### src/rtl/multiply.sv
// Two-stage pipelined signed complex multiplier on packed {re, im} operands.
// Stage 1 registers the four partial products; stage 2 forms the sums, wraps to W bits and flags overflow.
module multiply #(
    parameter int W = 16
) (
    input  logic           clk,
    input  logic           rst_n,
    input  logic           in_valid,
    input  logic [2*W-1:0] a,
    input  logic [2*W-1:0] b,
    output logic [2*W-1:0] c,
    output logic           out_valid,
    output logic           ovf
);

    localparam int PW = 2 * W;

    logic signed [W-1:0]  a_re, a_im, b_re, b_im;
    logic signed [PW-1:0] a_re_x, a_im_x, b_re_x, b_im_x;
    logic signed [PW-1:0] rr, ii, ri, ir;
    logic                 s1_valid;
    logic signed [PW:0]   re_full, im_full;
    logic                 re_ovf, im_ovf;

    assign a_re = a[2*W-1:W];
    assign a_im = a[W-1:0];
    assign b_re = b[2*W-1:W];
    assign b_im = b[W-1:0];

    // Products are formed at 2W bits so that -2^(W-1) * -2^(W-1) is exact.
    assign a_re_x = {{W{a_re[W-1]}}, a_re};
    assign a_im_x = {{W{a_im[W-1]}}, a_im};
    assign b_re_x = {{W{b_re[W-1]}}, b_re};
    assign b_im_x = {{W{b_im[W-1]}}, b_im};

    always_ff @(posedge clk or negedge rst_n) begin
        if (!rst_n) begin
            rr       <= '0;
            ii       <= '0;
            ri       <= '0;
            ir       <= '0;
            s1_valid <= 1'b0;
        end else begin
            s1_valid <= in_valid;
            if (in_valid) begin
                rr <= a_re_x * b_re_x;
                ii <= a_im_x * b_im_x;
                ri <= a_re_x * b_im_x;
                ir <= a_im_x * b_re_x;
            end
        end
    end

    assign re_full = {rr[PW-1], rr} - {ii[PW-1], ii};
    assign im_full = {ri[PW-1], ri} + {ir[PW-1], ir};

    // A sum fits in W bits only when every bit from W-1 upward equals the sign.
    assign re_ovf = !((&re_full[PW:W-1]) || !(|re_full[PW:W-1]));
    assign im_ovf = !((&im_full[PW:W-1]) || !(|im_full[PW:W-1]));

    always_ff @(posedge clk or negedge rst_n) begin
        if (!rst_n) begin
            c         <= '0;
            ovf       <= 1'b0;
            out_valid <= 1'b0;
        end else begin
            out_valid <= s1_valid;
            if (s1_valid) begin
                c   <= {re_full[W-1:0], im_full[W-1:0]};
                ovf <= re_ovf | im_ovf;
            end
        end
    end

endmodule

### config.mk
export PLATFORM = sky130hd
export DESIGN_NAME = multiply
export DESIGN_NICKNAME = d
export VERILOG_FILES = /design/src/rtl/multiply.sv
export SDC_FILE = /design/constraint.sdc
export NUM_CORES = 2
export LEC_CHECK = 0
export ABC_AREA = 1
export CELL_PAD_IN_SITES_DETAIL_PLACEMENT = 0
export CELL_PAD_IN_SITES_GLOBAL_PLACEMENT = 1
export CORE_ASPECT_RATIO = 1.25
export CORE_MARGIN = 1
export CORE_UTILIZATION = 53
export CTS_CLUSTER_SIZE = 8
export DETAILED_ROUTE_END_ITERATION = 6
export PLACE_DENSITY_LB_ADDON = 0.25
export REMOVE_ABC_BUFFERS = 1
export SLEW_MARGIN = 10
export SYNTH_ARGS = -nofsm -noshare
export SYNTH_HDL_FRONTEND = slang
export SYNTH_SLANG_ARGS = --single-unit
### constraint.sdc
create_clock -name clk -period 3.5 [get_ports clk]
set_clock_uncertainty 0.15 [all_clocks]
set_input_delay 0.35 -clock clk [delete_from_list [all_inputs] [get_ports clk]]
set_output_delay 0.35 -clock clk [all_outputs]
set_load 0.005 [all_outputs]
# == Yosys cells after proc, flatten, opt, wreduce, memory -nomap -nowiden ==
# Cells that the tools add are included.
# word_totals
reg_bits,163
in_bits,67
output_inout_bits,34
word_cells,25
# op_classes
n_addsub,2
mul,4
bitwise,1
n_reduce_logical,10
# op_table
op,n
$mul A16 B16 Y32,4
$reduce_and A18 Y1,2
$reduce_or A18 Y1,2
$add A32 B32 Y33,1
$sub A32 B32 Y33,1
$logic_not A1 Y1,4
$logic_or A1 B1 Y1,2
$or A1 B1 Y1,1

# == Depth between registers and ports, before layout ==
# depth
depth_word,6
depth_mapped,29
ltp_nobuf,28

# == Least setup slack after synthesis ==
# Ideal clock, no wire load.
# synth_path
kind,input -> register
startpoint,input a[15]
endpoint,register ir[26]
setup_ps,118
t_arrival_ps,5592
t_required_ps,3232
setup_slack_ps,-2360
stages,20
path_buffers,1
path_cell_list,clkbuf_1 nand2_1 inv_1 fa_1 fa_1 fa_1 fa_1 fa_1 inv_1 fa_1 inv_1 ha_1 a21oi_1 o21ai_0 a21oi_1 nand3_1 a31o_2 or2_2 nand3_1 nand2_1
# synth_via
elab_chain_len,1
# synth_lines
element,line_no,source
from (decl),9,"input logic [2*W-1:0] a,"
$mul A16 B16 Y32,49,ir <= a_im_x * b_re_x;
to (signal assigned),49,
to (decl),20,"logic signed [PW-1:0] rr, ii, ri, ir;"
# Every way passes these cells.
# A chain may end at the register's enable or synchronous reset.

# == Final worst setup path ==
# layout_path
startpoint,input b[4]
endpoint,register ii[28]
# layout_via
elab_chain_len,1
# layout_lines
element,line_no,source
from (decl),10,"input logic [2*W-1:0] b,"
$mul A16 B16 Y32,47,ii <= a_im_x * b_im_x;
to (signal assigned),47,
to (decl),20,
# Every way passes these cells.

==> reports/qor.tcl <==
set qor(fmax_mhz) 182
set qor(wl_met3_um) 20500
set qor(grt_pass1_wl_um) 284000
set qor(wirelength_met1_um) 73000
set qor(reg2reg_setup_slack_ns) 0.25
set qor(setup.worst_path.end) {ii[28]$_DFFE_PN0P_}
set qor(final_setup_fails) 104
set qor(port_buffers) 100
set qor(number_of_cell_rows) 128
set qor(drc_violation_count_after_routing) 0
set qor(netlist-cell-type-count) 54
set qor(cp-end-kind) {flop}
set qor(remaining_max_slew_budget_at_the_tightest_pin_pct) 25.5
set qor(most-common-layout-cells) {1764 x sky130_fd_sc_hd__inv_1, 1681 x sky130_fd_sc_hd__nand2_1, 949 x sky130_fd_sc_hd__fa_1}
set qor(placed_cells_incl_taps) 8898
set qor(pin_count_of_the_biggest_net_entering_global_routing) 96
set qor(instances_no_fill) 9293
set qor(cts_buffers) 17
set qor(number_of_global_route_vias_before_repair) 50100
set qor(cts_root_buffer) {sky130_fd_sc_hd__clkbuf_16}
set qor(largest_family_of_logic_cells_by_synthesized_area) {adder cells}
set qor(routed_wire_length_per_instance_um) 20.5
set qor(synth-edff-count) 0
set qor(antenna_violations_before_repair) 1
set qor(startpoint) {b[4]}
set qor(htree_levels) 4
set qor(insertion_delay_of_the_later_clocked_pin_in_the_worst_skew_pair_ns) 0.54
set qor(clkTransAtPathRegs_ns) 0.08
set qor(timing.critical_path.slowest_stage_cell) {sky130_fd_sc_hd__fa_1}
set qor(synth_xor_xnor_area_share_pct) 2.15
set qor(detailedRoute.firstPassIterationCount) 6
set qor(global_route.usage.total_pct) 38.0
set qor(cts_num_sinks) 163
set qor(depth_of_the_most_critical_reg_to_reg_path) 19
set qor(pin_count) 101
set qor(synthesis.yosys.warnings) 0
set qor(synth-compound-area-share_pct) 4.80
set qor(final_max_slew_viol_count) 0
set qor(r2r-start) {ri[0]$_DFFE_PN0P_}
set qor(final_hold_viol_count) 0
set qor(worst_slew_pin_slew_ns) 1.12
set qor(synthesis.instances) 6930
set qor(setup.worst_path.class) {input pin to flop}
set qor(max_cap_violations) 0
set qor(dpl_cell_area_um2) 61200
set qor(worstPathRequired_ns) 3.81
set qor(violations_in_the_final_reports) {setup timing}
set qor(post-route-cell-area_um2) 72200
set qor(critPathMaxStageDelay_ns) 0.57
set qor(dr_total_vias) 49200
set qor(ys.flop_type) {sky130_fd_sc_hd__dfrtp_1}
set qor(post_synth_and_or_nand_nor_area_fraction_pct) 19.3
set qor(placeableCoreArea_um2) 97500
set qor(fp.dieArea_um2) 99700
set qor(drtAntennaViolNets) 0
set qor(antenna_cells_inserted) 0
set qor(post_synth_fa_ha_maj_area_fraction_pct) 49.7
set qor(timing.final.ws_setup_ns) -1.99
set qor(tritoncts) {yes}
set qor(muxShareOfSynthArea_pct) 0
set qor(critical_path_peak_fanout) 6
set qor(floorplan.initialDensity_pct) 53.5
set qor(fill_cells) 6970
set qor(layout.nets) 9489
set qor(asyncSetResetFlopFracSynth_pct) 100
set qor(clock_path_buffers) 2
set qor(synth.cell_area_um2) 52200
set qor(routed_met2_length_um) 85000
set qor(detail_route.vias_per_cell) 5.29
set qor(layout_worst_path_cycle_share_pct) 157
set qor(startpoint_type) {input pin}
set qor(die_h_um) 353
set qor(postSynthAreaPerCell_um2) 7.53
set qor(grt_setup_unrepaired) {true}
set qor(cp_data_arrival_time_ns) 5.80
set qor(synth_sequential_area_ratio_pct) 7.82
set qor(grt.overflow.total) 0
set qor(placer_congestion_estimate) 0.940
set qor(final_layout_size_suffix_gt1_share_pct) 29.6
set qor(wl_um) 190000
set qor(rr_endpoint) {ovf$_DFFE_PN0P_}
set qor(status) {finished with violations}
set qor(register_bit_total_from_synthesis) 163
set qor(dp.final_hpwl_um) 130000
set qor(die_x_extent_um) 283
set qor(first_iter_violations) 4064
set qor(worst_hold_startpoint) {a[0]}
set qor(layout_min_cycle_time_ns) 5.49
set qor(mostFrequentLayoutCell) {sky130_fd_sc_hd__inv_1}
set qor(layout-area-overhead-vs-synth_pct) 38.5
set qor(hp-class) {input pin to flop}
set qor(routed.top_layer) {met5}
==> cell families after synthesis <==
family,count (synthesis)
flops,163
compound gates,442
fa+ha+maj,1442
buf+inv,2259
simple gates,2496
xor+xnor,128
==> metal layers <==
layer / GRT usage [%] / vias up
li1: - / 22000
met1: 51.9 / 24200
met5: 0 / -
met3: 8.76 / 586
met2: 57.4 / 2383
met4: 17.6 / 2
==> worst min path at each step <==
stage | slack [ns] | cells past startpoint | endpoint
floorplan | -0.1 | 0 | c[0]$_DFFE_PN0P_
detailed placement | 0.30 | 0 | out_valid$_DFF_PN0_
global placement | 0.29 | 0 | out_valid$_DFF_PN0_
finish | 0.01 | 3 | ii[0]$_DFFE_PN0P_
CTS | 0.11 | 3 | ii[0]$_DFFE_PN0P_
global route | 0.006 | 3 | ii[0]$_DFFE_PN0P_
==> flip-flops by register name, summed over array words and instances, names as in the netlist <==
register / cells
rr: 32
s1_valid: 1
ovf: 1
c: 32
ir: 32
ri: 32
out_valid: 1
ii: 32
==> layout make-up <==
cell class	instances	area (um2)	share of cell area, %
Sequential cell	163	4080	5.65
Timing Repair Buffer	1257	13700	18.9
Tap cell	1300	1630	2.25
Multi-Input combinational cell	4508	44600	61.7
Clock buffer	19	443	0.613
Clock inverter	13	140	0.194
Inverter	2033	7690	10.6
==> timing repair <==
item | CTS | global route
pin swaps | 404 | 575
cloned | 58 | 4
buffers inserted | 216 | 139
hold buffers | 1 | 0
resized for setup | 1249 | 874
endpoints found under the hold margin | 91 | 0
setup endpoints to repair | 108 | 109
==> critical path: cells and delay by family <==
family / cells / cell delay, ns
adders and majority gates: 7 / 3.34
buffers and inverters: 9 / 0.74
AOI/OAI and AO/OA: 2 / 0.34
and+or+nand+nor: 11 / 1.00
==> stage by stage <==
| step | hold slack (ns) | setup TNS [ns] | util (%) | setup slack [ns] |
|---|---|---|---|---|
| floorplan | -0.0956 | -157.06 | - | -2.33 |
| global placement | 0.286 | -272.06 | 62.7 | -3.03 |
| detailed placement | 0.303 | -277.75 | 62.7 | -3.12 |
| CTS | 0.107 | -157.32 | 70.4 | -1.95 |
| global route | 0.00578 | -177.09 | 74.1 | -2.15 |
| finish | 0.0131 | -162.97 | 74.1 | -1.99 |
==> synthesized netlist by cell type (10+ instances only) <==
library cell | number | area share, %
sky130_fd_sc_hd__clkbuf_1 | 223 | 1.6
sky130_fd_sc_hd__nand2_2 | 23 | 0.28
sky130_fd_sc_hd__or2_2 | 23 | 0.28
sky130_fd_sc_hd__a31oi_1 | 15 | 0.18
sky130_fd_sc_hd__nand2_1 | 1909 | 14
sky130_fd_sc_hd__a21o_1 | 18 | 0.26
sky130_fd_sc_hd__inv_1 | 2021 | 15
sky130_fd_sc_hd__nand3_1 | 161 | 1.5
sky130_fd_sc_hd__xnor2_1 | 84 | 1.4
sky130_fd_sc_hd__nor2_1 | 249 | 1.8
sky130_fd_sc_hd__o21a_1 | 10 | 0.14
sky130_fd_sc_hd__nor2_2 | 27 | 0.32
sky130_fd_sc_hd__a21oi_1 | 159 | 1.5
sky130_fd_sc_hd__xor2_1 | 44 | 0.74
sky130_fd_sc_hd__o21bai_1 | 14 | 0.20
sky130_fd_sc_hd__o21ai_0 | 176 | 1.7
sky130_fd_sc_hd__ha_1 | 392 | 9.4
sky130_fd_sc_hd__fa_1 | 1050 | 40
sky130_fd_sc_hd__nor3_1 | 22 | 0.21
sky130_fd_sc_hd__nand4_1 | 38 | 0.46
sky130_fd_sc_hd__dfrtp_1 | 163 | 7.8
Power is not shown: default switching activity piles up to over one toggle a cycle in this logic, so the estimate is an artifact.
